## config.mk

```make
export PLATFORM = sky130hd
export DESIGN_NAME = mux_8_32_flat
export DESIGN_NICKNAME = d
export VERILOG_FILES = /design/src/rtl/mux_8_32_if.sv /design/src/rtl/mux_8_32.sv /design/src/flat_wrapper.sv
export SDC_FILE = /design/constraint.sdc
export NUM_CORES = 1
export LEC_CHECK = 0
export ABC_AREA = 1
export CAP_MARGIN = 20
export CORE_ASPECT_RATIO = 1.25
export CORE_MARGIN = 2
export CORE_UTILIZATION = 31
export DETAILED_ROUTE_END_ITERATION = 16
export HOLD_SLACK_MARGIN = 0.08
export SYNTH_ARGS = -nofsm -noshare
export SYNTH_HDL_FRONTEND = slang
export SYNTH_SLANG_ARGS = --single-unit
```

## constraint.sdc

```tcl
create_clock -name clk_4f -period 2.5 [get_ports clk_4f]
set_clock_uncertainty 0.05 [all_clocks]
set_input_delay 0.5 -clock clk_4f [delete_from_list [all_inputs] [get_ports clk_4f]]
set_output_delay 0.5 -clock clk_4f [all_outputs]
set_load 0.01 [all_outputs]
```

## src/rtl/mux_8_32_if.sv

```systemverilog
// Byte-in / word-out bundle for the mux_8_32 byte-to-word packer.
// The master drives bytes; the slave (packer) returns words and status.
interface mux_8_32_if #(
    parameter int unsigned BYTE_W = 8,
    parameter int unsigned LANES  = 4,
    parameter int unsigned CNT_W  = 16
);
    logic [BYTE_W-1:0]       data_in;
    logic                    valid;
    logic [BYTE_W*LANES-1:0] data_out;
    logic                    valid_out;
    logic                    partial_err;
    logic [CNT_W-1:0]        word_cnt;

    modport master (
        output data_in,
        output valid,
        input  data_out,
        input  valid_out,
        input  partial_err,
        input  word_cnt
    );

    modport slave (
        input  data_in,
        input  valid,
        output data_out,
        output valid_out,
        output partial_err,
        output word_cnt
    );
endinterface

```

## src/rtl/mux_8_32.sv

```systemverilog
// Byte-to-word packer: gathers LANES consecutive valid bytes, first byte in the top lane,
// emits one word with a single-cycle valid pulse, and flags words cut short by a valid drop.
module mux_8_32 #(
    parameter int unsigned BYTE_W = 8,
    parameter int unsigned LANES  = 4,
    parameter int unsigned CNT_W  = 16
) (
    input logic        clk_4f,
    input logic        reset,
    mux_8_32_if.slave  bus
);
    localparam int unsigned WORD_W = BYTE_W * LANES;
    localparam int unsigned ACC_W  = BYTE_W * (LANES - 1);
    localparam int unsigned IDX_W  = $clog2(LANES);
    localparam logic [IDX_W-1:0] LastLane = IDX_W'(LANES - 1);

    logic [IDX_W-1:0]  idx_q, idx_d;
    logic [ACC_W-1:0]  acc_q, acc_d;
    logic [WORD_W-1:0] data_out_q, data_out_d;
    logic              valid_out_q, valid_out_d;
    logic              partial_err_q, partial_err_d;
    logic [CNT_W-1:0]  word_cnt_q, word_cnt_d;

    always_comb begin
        idx_d         = idx_q;
        acc_d         = acc_q;
        data_out_d    = data_out_q;
        valid_out_d   = 1'b0;
        partial_err_d = 1'b0;
        word_cnt_d    = word_cnt_q;
        if (bus.valid) begin
            if (idx_q == LastLane) begin
                // Final byte lands directly in the low lane of the output word.
                data_out_d  = {acc_q, bus.data_in};
                valid_out_d = 1'b1;
                word_cnt_d  = word_cnt_q + CNT_W'(1);
                idx_d       = '0;
                acc_d       = '0;
            end else begin
                for (int unsigned i = 0; i < LANES - 1; i++) begin
                    if (idx_q == IDX_W'(i)) begin
                        acc_d[(LANES-2-i)*BYTE_W +: BYTE_W] = bus.data_in;
                    end
                end
                idx_d = idx_q + IDX_W'(1);
            end
        end else if (idx_q != '0) begin
            acc_d         = '0;
            idx_d         = '0;
            partial_err_d = 1'b1;
        end
    end

    always_ff @(posedge clk_4f) begin
        if (reset) begin
            idx_q         <= '0;
            acc_q         <= '0;
            data_out_q    <= '0;
            valid_out_q   <= 1'b0;
            partial_err_q <= 1'b0;
            word_cnt_q    <= '0;
        end else begin
            idx_q         <= idx_d;
            acc_q         <= acc_d;
            data_out_q    <= data_out_d;
            valid_out_q   <= valid_out_d;
            partial_err_q <= partial_err_d;
            word_cnt_q    <= word_cnt_d;
        end
    end

    assign bus.data_out    = data_out_q;
    assign bus.valid_out   = valid_out_q;
    assign bus.partial_err = partial_err_q;
    assign bus.word_cnt    = word_cnt_q;
endmodule

```

## src/flat_wrapper.sv

```systemverilog
// flat-port wrapper written by rule: the top's interface ports become plain ports
module mux_8_32_flat 
#(
    parameter int unsigned BYTE_W = 8,
    parameter int unsigned LANES  = 4,
    parameter int unsigned CNT_W  = 16
)
  (clk_4f, reset, bus_data_in, bus_valid, bus_data_out, bus_valid_out, bus_partial_err, bus_word_cnt);
  mux_8_32_if #(.BYTE_W(BYTE_W), .LANES(LANES), .CNT_W(CNT_W)) bus_i ();
  input logic clk_4f;
  input logic reset;
  input wire logic [$bits(bus_i.data_in)-1:0] bus_data_in;
  input wire logic [$bits(bus_i.valid)-1:0] bus_valid;
  output wire logic [$bits(bus_i.data_out)-1:0] bus_data_out;
  output wire logic [$bits(bus_i.valid_out)-1:0] bus_valid_out;
  output wire logic [$bits(bus_i.partial_err)-1:0] bus_partial_err;
  output wire logic [$bits(bus_i.word_cnt)-1:0] bus_word_cnt;
  assign bus_i.data_in = bus_data_in;
  assign bus_i.valid = bus_valid;
  assign bus_data_out = bus_i.data_out;
  assign bus_valid_out = bus_i.valid_out;
  assign bus_partial_err = bus_i.partial_err;
  assign bus_word_cnt = bus_i.word_cnt;
  mux_8_32 #(.BYTE_W(BYTE_W), .LANES(LANES), .CNT_W(CNT_W)) u_core (.clk_4f(clk_4f), .reset(reset), .bus(bus_i));
endmodule
```

# Yosys cells after proc, flatten, opt, wreduce, memory -nomap -nowiden
# Index checks and enable logic that the tools add are counted.
# W data, S select, Z words.
dict set report op_classes {
  n_addsub 2
  n_eq_ne 6
  n_mux 11
  bitwise 1
  reduce_logical 9
}
# cell n
set op_table {}
lappend op_table {{$mux W24} 3}
lappend op_table {{$mux W8} 3}
lappend op_table {{$add A16 B1 Y16 const B} 1}
lappend op_table {{$ne A3 B1 Y1 const B} 3}
lappend op_table {{$reduce_and A2 Y1} 4}
lappend op_table {{$mux W2} 3}
lappend op_table {{$eq A2 B2 Y1 const B} 2}
lappend op_table {{$reduce_bool A2 Y1} 2}
lappend op_table {{$reduce_or A2 Y1} 2}
lappend op_table {{$add A2 B1 Y2 const B} 1}
lappend op_table {{$eq A2 B1 Y1 const B} 1}
lappend op_table {{$logic_not A2 Y1} 1}
lappend op_table {{$mux W1} 2}
lappend op_table {{$not A1 Y1} 1}
dict set report totals {
  register_bits 76
  in_bits 11
  output_inout_bits 50
  elab_cells 37
}

# Logic depth before layout (Yosys ltp)
# Gate-level depths: netlist (run 1).
dict set report depth {
  ltp_word 4
  depth_mapped 9
}

# Least setup slack after synthesis (run 1)
# Ideal clock, no wire load.
dict set report synth_timing {
  path_type {register -> register}
  start {reg u_core.idx_q[0]}
  end {reg u_core.word_cnt_q[11], in the netlist u_core.bus.word_cnt[11]}
  setup_ns 0.116
  t_arrival_ns 1.275
  required_ns 2.334
  path_slack_ns 1.059
  path_stages_with_launch 8
  path_buffers 1
  period_less_slack_ns 1.441
  path_cell_list {dfxtp_1 ha_1 nand2_2 buf_6 nor2_4 nand4_2 o21ai_0 nor2_1}
}
dict set report synth_between {
  elab_chain_cells 2
}
# item line
set synth_lines {}
lappend synth_lines {{start, declared} mux_8_32.sv:17} ;# logic [IDX_W-1:0] idx_q, idx_d;
lappend synth_lines {{start signal, assigned} mux_8_32.sv:63} ;# idx_q <= idx_d;
lappend synth_lines {{$eq A2 B2 Y1} mux_8_32.sv:32} ;# if (idx_q == LastLane) begin
lappend synth_lines {{$reduce_and A2 Y1 (no line)} --}
lappend synth_lines {{end signal, assigned} mux_8_32.sv:68} ;# word_cnt_q <= word_cnt_d;
lappend synth_lines {{end, declared} mux_8_32.sv:22} ;# logic [CNT_W-1:0] word_cnt_q, word_cnt_d;
# No other way between the ends.
# A chain may end at the register's enable or synchronous reset.

# Worst setup path after layout (run 1)
dict set report layout_timing {
  start {reg u_core.word_cnt_q[2], in the netlist u_core.bus.word_cnt[2]}
  end {out bus_word_cnt[2]}
}
# item line
set layout_rtl {}
lappend layout_rtl {{end, declared} flat_wrapper.sv:17} ;# output wire logic [$bits(bus_i.word_cnt)-1:0] bus_word_cnt;
# No word-level cell between the ends.

==> load_flow_metrics.sql, run 1 <==
INSERT INTO impl_metrics (metric_group, metric, value, unit) VALUES
('synthesis', 'area_of_the_mapped_netlist', '2980', 'sq um'),
('global_routing', 'grt_use_met1', '16.9', '%'),
('finish', 'numnets_final', '476', ''),
('synthesis', 'seq_area_frac_synth', '51.1', '%'),
('finish', 'final_cell_mix', 'sky130_fd_sc_hd__nor2_1, sky130_fd_sc_hd__dfxtp_1, sky130_fd_sc_hd__clkdlybuf4s50_1', ''),
('pwr', 'power_report.internal_total', '2.32', 'mW'),
('clocking', 'numClockSinks', '76', ''),
('setup_path', 'path_cells', 'clkdlybuf4s50_1', ''),
('setup_path', 'timing.reg2reg.worst_path_depth', '7', ''),
('global_routing', 'antenna_found_initial', '0', ''),
('setup_path', 'peak_fanout_along_the_critical_path', '6', ''),
('clocking', 'clkTransAtPathRegs', '0.06', 'ns'),
('global_routing', 'grt_pass1_vias', '2558', ''),
('worst_hold_path', 'worst_hold_path_type', 'reg2reg', ''),
('detailed_routing', 'route.detailed.drc', '0', ''),
('synthesis', 'synth_area_per_cell', '7.48', 'sq um'),
('synthesis', 'synth.net_count', '414', ''),
('die', 'floorplan.die.height', '114', 'um'),
('setup_path', 'critical_path.max_stage_delay', '0.58', 'ns'),
('clocking', 'ctsRootBufferMaster', 'sky130_fd_sc_hd__clkbuf_16', ''),
('pwr', 'power-per-cell-area', '732', 'nW/um^2'),
('setup_path', 'r2r-start', 'u_core.idx_q[0]', ''),
('clocking', 'number_of_buffers_inserted_during_clock_tree_synthesis', '9', ''),
('placed_design', 'dp.cells', '575', ''),
('setup_path', 'end_kind', 'output port', ''),
('detailed_routing', 'detailedRoute.firstIterationViolations', '137', ''),
('finish', 'drive_above_1_share', '7.53', '%'),
('global_routing', 'first_pass_grt_wire_length', '11900', 'um'),
('setup_path', 'r2r_setup_slack', '0.71', 'ns'),
('global_routing', 'grt_remaining_overflow', '0', ''),
('finish', 'final_area', '4050', 'sq um'),
('worst_hold_path', 'worstHoldStart', 'u_core.acc_q[22]', ''),
('clocking', 'cts_resizes', '0', ''),
('finish', 'antenna-diode-count', '0', ''),
('die', 'coreArea', '9460', 'sq um'),
('clocking', 'cts.htree.levels', '3', ''),
('setup_path', 'critical_path_arrival', '1.34', 'ns'),
('finish', 'area.growth.synth_to_final', '36.1', '%'),
('detailed_routing', 'drt_pre_antenna_iters', '4', ''),
('worst_hold_path', 'hold_depth', '2', ''),
('synthesis', 'ys_warn_count', '0', ''),
('detailed_routing', 'detail-route-antenna-nets', '0', ''),
('sta', 'post-route-worst-setup-slack', '0.614', 'ns'),
('pwr', 'switching_share_of_total_power', '21.7', '%'),
('synthesis', 'post_synthesis_cell_count', '398', ''),
('global_routing', 'global_routing_met3_resource_utilization', '3.76', '%'),
('placed_design', 'area_post_placement', '3710', 'sq um'),
('setup_path', 'path_delay_family', 'buffers and inverters', ''),
('sta', 'fmax', '530', 'MHz'),
('sta', 'worst_slew_pin_slew', '0.501', 'ns'),
('setup_path', 'cell_with_the_largest_stage_delay_on_the_worst_path', 'sky130_fd_sc_hd__clkdlybuf4s50_1', ''),
('synthesis', 'ys_types', '24', ''),
('die', 'i_o_pin_cnt', '61', ''),
('setup_path', 'timing.critical_path.from_type', 'flip-flop', ''),
('global_routing', 'globalRouteMet2Util', '25.3', '%'),
('run_status', 'status', 'complete, no violations', ''),
('global_routing', 'largest_net_degree_at_the_start_of_global_routing', '49', ''),
('finish', 'layoutNonFillerInstCount', '591', ''),
('sta', 'fin_crit_sh', '75.4', '%'),
('clocking', 'hold_buffers', '0', ''),
('worst_hold_path', 'hold_path_end', 'u_core.acc_q[22]', ''),
('sta', 'unrepaired_setup_endpoints_after_global_routing', 'no', ''),
('pwr', 'sequentialPowerShare', '43.3', '%'),
('synthesis', 'postSynthRegisterBits', '76', ''),
('flow_run', 'timing.max_cap.violations', '0', ''),
('sta', 'period_minus_slack', '1.89', 'ns'),
('pwr', 'ir_drop', '339', 'uV'),
('sta', 'setup_viol', '0', ''),
('detailed_routing', 'routed-via-count', '2657', ''),
('detailed_routing', 'routed_wire_length_per_instance', '11.8', 'um'),
('pwr', 'power.leakage', '1.60', 'nW');
[sequential cells by signal, summed over array words and instances (netlist names)]
| signal | flops |
|---|---|
| u_core.bus.word_cnt | 16 |
| u_core.bus.partial_err | 1 |
| u_core.bus.valid_out | 1 |
| u_core.acc_q | 24 |
| u_core.idx_q | 2 |
| u_core.bus.data_out | 32 |
[cell type report]
class | instances | area [sq um]
Inverter | 35 | 131
Clock buffer | 10 | 229
Timing Repair Buffer | 66 | 646
Fill cell | 953 | 5410
Clock inverter | 6 | 113
Tap cell | 126 | 158
Sequential cell | 76 | 1520
Multi-Input combinational cell | 272 | 1250
[logic make-up (layout without fill, tap and decap cells)]
kind of cell               after synthesis  in the layout  synth area share (%)
and+or+nand+nor                        180            180                  25.0
AOI/OAI and AO/OA                       87             87                  15.1
adders and majority gates                5              5                  2.10
buffers and inverters                   50            117                  6.73
DFF                                     76             76                  51.1
[worst max-delay path by stage]
stage	startpoint	end	slack [ns]	depth (start not counted)
floorplan	u_core.idx_q[0]	u_core.bus.word_cnt[11]	1.06	7
global placement	bus_valid	u_core.bus.word_cnt[12]	0.43	6
detailed placement	bus_valid	u_core.bus.word_cnt[12]	0.38	6
CTS	u_core.bus.word_cnt[2]	bus_word_cnt[2]	0.61	1
global route	u_core.idx_q[0]	u_core.acc_q[0]	0.44	7
finish	u_core.bus.word_cnt[2]	bus_word_cnt[2]	0.61	1
[power by group through the flow]
stage               Clock [mW]  Sequential [mW]  Combinational (mW)
finish                    1.47             1.28               0.214
global route              1.56             1.29               0.248
CTS                       1.50             1.28               0.217
detailed placement           0             1.31               0.216
global placement             0             1.31               0.212
floorplan                    0             1.31               0.137
[layer usage]
metal / vias up / wire length [um]
met5: - / 0
met4: 0 / 94
met1: 1204 / 3070
met3: 11 / 299
met2: 53 / 3500
li1: 1389 / -
[per-stage QoR]
stage / hold WS [ns] / util (%) / power [mW]
after CTS: 0.412 / 42.8 / 3.00
final: 0.408 / 42.8 / 2.96
after global routing: 0.431 / 42.8 / 3.10
after floorplan: 0.387 / - / 1.45
after global placement: 0.399 / 39.2 / 1.52
after detailed placement: 0.400 / 39.2 / 1.53
[synth_stat cells]
cell | number | area (sq um)
sky130_fd_sc_hd__nor2_1 | 111 | 417
sky130_fd_sc_hd__dfxtp_1 | 76 | 1520
sky130_fd_sc_hd__o21ai_0 | 58 | 290
sky130_fd_sc_hd__nand2_1 | 49 | 184
sky130_fd_sc_hd__inv_1 | 29 | 109
sky130_fd_sc_hd__a21oi_1 | 27 | 135
sky130_fd_sc_hd__clkbuf_1 | 9 | 33.8
sky130_fd_sc_hd__nand3_1 | 9 | 45.0
sky130_fd_sc_hd__ha_1 | 5 | 62.6
sky130_fd_sc_hd__inv_2 | 5 | 18.8
sky130_fd_sc_hd__buf_2 | 4 | 20.0
sky130_fd_sc_hd__nand2_2 | 2 | 12.5
sky130_fd_sc_hd__nor2_4 | 2 | 22.5
sky130_fd_sc_hd__nor3_1 | 2 | 10.0
sky130_fd_sc_hd__buf_1 | 1 | 3.75
sky130_fd_sc_hd__buf_6 | 1 | 11.3
sky130_fd_sc_hd__clkinv_1 | 1 | 3.75
sky130_fd_sc_hd__nand3b_1 | 1 | 7.51
sky130_fd_sc_hd__nand4_2 | 1 | 12.5
sky130_fd_sc_hd__nor2_2 | 1 | 6.26
sky130_fd_sc_hd__nor3_2 | 1 | 10.0
sky130_fd_sc_hd__nor3_4 | 1 | 16.3
sky130_fd_sc_hd__o21ai_4 | 1 | 16.3
sky130_fd_sc_hd__o21bai_1 | 1 | 7.51
No activity file was read; power rests on OpenSTA's default activity.
==> run 2, diff against run 1 <==
clock period = 1.88 ns   (was 2.5 ns; I/O delays follow)
==> run 2 against run 1 <==
  * Die area is the same
  * Sequential share of layout area grew 0.081 points
  * Clock-buffer cell count shrank 1
  * Sequential cell count is the same
  * Critical path depth is the same
  * Global-route usage shrank 0.42 points
  * Wire length shrank 0.70%
  * Cell count grew 0.51%
  * Critical endpoint unchanged
  * Largest cell class unchanged
  * Largest power group is now sequential cells
==> load_flow_metrics.sql, run 2 (synthesis gave the netlist of run 1 again) <==
INSERT INTO impl_metrics (metric_group, metric, value, unit) VALUES
('run_status', 'status', 'complete, no violations', ''),
('sta', 'finalHoldViolations', '0', ''),
('setup_path', 'end_kind', 'output port', ''),
('sta', 'worst_slew_pin_slew', '0.280', 'ns'),
('pwr', 'power_report.internal_total', '2.71', 'mW'),
('global_routing', 'antenna_found_initial', '0', ''),
('finish', 'layoutNonFillerInstCount', '594', ''),
('clocking', 'clock_latency', '0.33', 'ns'),
('clocking', 'numClockSinks', '76', ''),
('global_routing', 'grt_remaining_overflow', '0', ''),
('setup_path', 'path_cells', 'clkdlybuf4s50_1', ''),
('sta', 'period_minus_slack', '1.77', 'ns'),
('worst_hold_path', 'worst_hold_path_type', 'reg2reg', ''),
('setup_path', 'path_delay_family', 'buffers and inverters', ''),
('setup_path', 'timing.critical_path.from_type', 'flip-flop', ''),
('detailed_routing', 'drt_pre_antenna_iters', '4', ''),
('sta', 'post-route-worst-setup-slack', '0.114', 'ns'),
('setup_path', 'criticalPathCategory', 'reg2out', ''),
('die', 'i_o_pin_cnt', '61', ''),
('clocking', 'cts_resizes', '0', ''),
('detailed_routing', 'routed-via-count', '2675', ''),
('pwr', 'switching_share_of_total_power', '25.2', '%'),
('placed_design', 'hpwl', '5170', 'um'),
('finish', 'seqCellArea', '1520', 'sq um'),
('detailed_routing', 'drt-total-wl', '6910', 'um'),
('die', 'start_util', '31.5', '%'),
('pwr', 'power.leakage', '1.58', 'nW'),
('clocking', 'clkTransAtPathRegs', '0.06', 'ns'),
('placed_design', 'gp_congestion', '0.848', ''),
('pwr', 'power.combinational.fraction', '8.0', '%'),
('pwr', 'power-per-cell-area', '895', 'nW/um^2'),
('global_routing', 'first_pass_grt_wire_length', '11600', 'um'),
('clocking', 'cts.htree.levels', '3', ''),
('flow_run', 'timing.max_cap.violations', '0', ''),
('detailed_routing', 'detail-route-antenna-nets', '0', ''),
('die', 'coreArea', '9460', 'sq um'),
('setup_path', 'critical_path_arrival', '1.34', 'ns'),
('finish', 'numnets_final', '479', ''),
('setup_path', 'critical_path.max_stage_delay', '0.58', 'ns'),
('sta', 'report.final.slew_viol_count', '0', ''),
('setup_path', 'cell_with_the_largest_stage_delay_on_the_worst_path', 'sky130_fd_sc_hd__clkdlybuf4s50_1', ''),
('global_routing', 'grt_use_total', '13.9', '%'),
('detailed_routing', 'route.detailed.drc', '0', ''),
('clocking', 'hold_buffers', '0', ''),
('placed_design', 'area_post_placement', '3760', 'sq um'),
('clocking', 'ctsRootBufferMaster', 'sky130_fd_sc_hd__clkbuf_16', ''),
('setup_path', 'peak_fanout_along_the_critical_path', '6', ''),
('placed_design', 'detailedPlace.worstSlack', '0.0236', 'ns'),
('setup_path', 'timing.critical_path.buf_inv', '1', ''),
('die', 'die_w', '91.6', 'um'),
('finish', 'mostFrequentLayoutCell', 'sky130_fd_sc_hd__nor2_1', ''),
('finish', 'multi_input_comb_area', '1250', 'sq um'),
('detailed_routing', 'drt-vias-per-instance', '4.50', ''),
('sta', 'finalSetupTns', '0', 'ns'),
('sta', 'fmax', '566', 'MHz'),
('sta', 'timing.slew.headroom', '81.3', '%'),
('finish', 'final_cell_mix', 'sky130_fd_sc_hd__nor2_1, sky130_fd_sc_hd__dfxtp_1, sky130_fd_sc_hd__clkdlybuf4s50_1', ''),
('clocking', 'number_of_buffers_inserted_during_clock_tree_synthesis', '9', ''),
('pwr', 'clock_power_share', '44.8', '%'),
('finish', 'area.growth.synth_to_final', '35.9', '%'),
('pwr', 'sequentialPowerShare', '47.2', '%'),
('clocking', 'cts_buffer_depth', '2', ''),
('global_routing', 'grt_pass1_vias', '2523', ''),
('setup_path', 'worst_path_required_time', '1.45', 'ns'),
('finish', 'fill_cells', '956', ''),
('clocking', 'tritoncts', 'yes', ''),
('placed_design', 'dp.cells', '578', ''),
('detailed_routing', 'routed_wire_length_per_instance', '11.6', 'um'),
('clocking', 'cts.repair_timing.setup_buffer_count', '0', ''),
('detailed_routing', 'detailedRoute.firstIterationViolations', '114', ''),
('finish', 'antenna-diode-count', '0', ''),
('pwr', 'ir_drop', '424', 'uV'),
('sta', 'fin_crit_sh', '93.9', '%'),
('finish', 'drive_above_1_share', '8.33', '%'),
('global_routing', 'largest_net_degree_at_the_start_of_global_routing', '41', ''),
('die', 'dieArea', '10400', 'sq um'),
('sta', 'setup_viol', '0', ''),
('finish', 'largest_reg_flops', '32', ''),
('pwr', 'p_switching', '0.912', 'mW'),
('die', 'floorplan.die.height', '114', 'um'),
('sta', 'unrepaired_setup_endpoints_after_global_routing', 'no', ''),
('die', 'placementRows', '40', ''),
('finish', 'final_area', '4040', 'sq um'),
('placed_design', 'io_buffers', '60', '');
==> run 2: cell count changes in the layout (fill, tap and decap cells not counted), moves of 2 or more <==
cell                         before  now
sky130_fd_sc_hd__clkinvlp_4       0    3
sky130_fd_sc_hd__bufinv_16        3    0
sky130_fd_sc_hd__inv_6            0    2
sky130_fd_sc_hd__buf_12           0    2
==> run 2: power by group through the flow <==
| stage | Sequential, mW | Clock, mW | Combinational, mW |
|---|---|---|---|
| 2_1_floorplan | 1.74 | 0 | 0.182 |
| 3_3_place_gp | 1.74 | 0 | 0.289 |
| 3_5_place_dp | 1.74 | 0 | 0.294 |
| 4_1_cts | 1.71 | 1.67 | 0.295 |
| 5_1_grt | 1.71 | 1.74 | 0.333 |
| 6_report | 1.71 | 1.62 | 0.290 |
==> run 2: worst paths after layout <==
kind              cells past startpoint                   start  slack (ns)                       to
hold / removal                        2        u_core.acc_q[18]        0.41         u_core.acc_q[18]
hold reg to reg                       2        u_core.acc_q[18]        0.41         u_core.acc_q[18]
setup reg to reg                      7         u_core.idx_q[0]        0.33  u_core.bus.word_cnt[12]
setup / recovery                      1  u_core.bus.word_cnt[2]        0.11          bus_word_cnt[2]
==> run 2: stage by stage <==
step	power (mW)	utilization [%]	hold WS, ns
2_1_floorplan	1.92	-	0.387
3_3_place_gp	2.03	39.7	0.400
3_5_place_dp	2.04	39.7	0.402
4_1_cts	3.67	42.8	0.413
5_1_grt	3.79	42.8	0.424
6_report	3.62	42.8	0.410
==> run 2: worst min-delay path: cells and delay by family, from the launching register on <==
kind            cells  cell delay [ns]
compound gates      1             0.05
flops               1             0.31
simple gates        1             0.06
==> run 2: final cells by class <==
type / count / area share, %
clock inverters: 7 / 1.49
multi-input cells: 272 / 31.0
well taps: 126 / 3.90
inverters: 35 / 3.25
clock buffers: 9 / 5.57
flip-flops and latches: 76 / 37.6
repair buffers: 69 / 17.1
==> run 2: layer usage <==
| metal | routed length (um) | global-route usage, % |
|---|---|---|
| met5 | 0 | 0 |
| met4 | 195 | 6.87 |
| met3 | 277 | 3.24 |
| met2 | 3460 | 24.2 |
| met1 | 2980 | 15.9 |
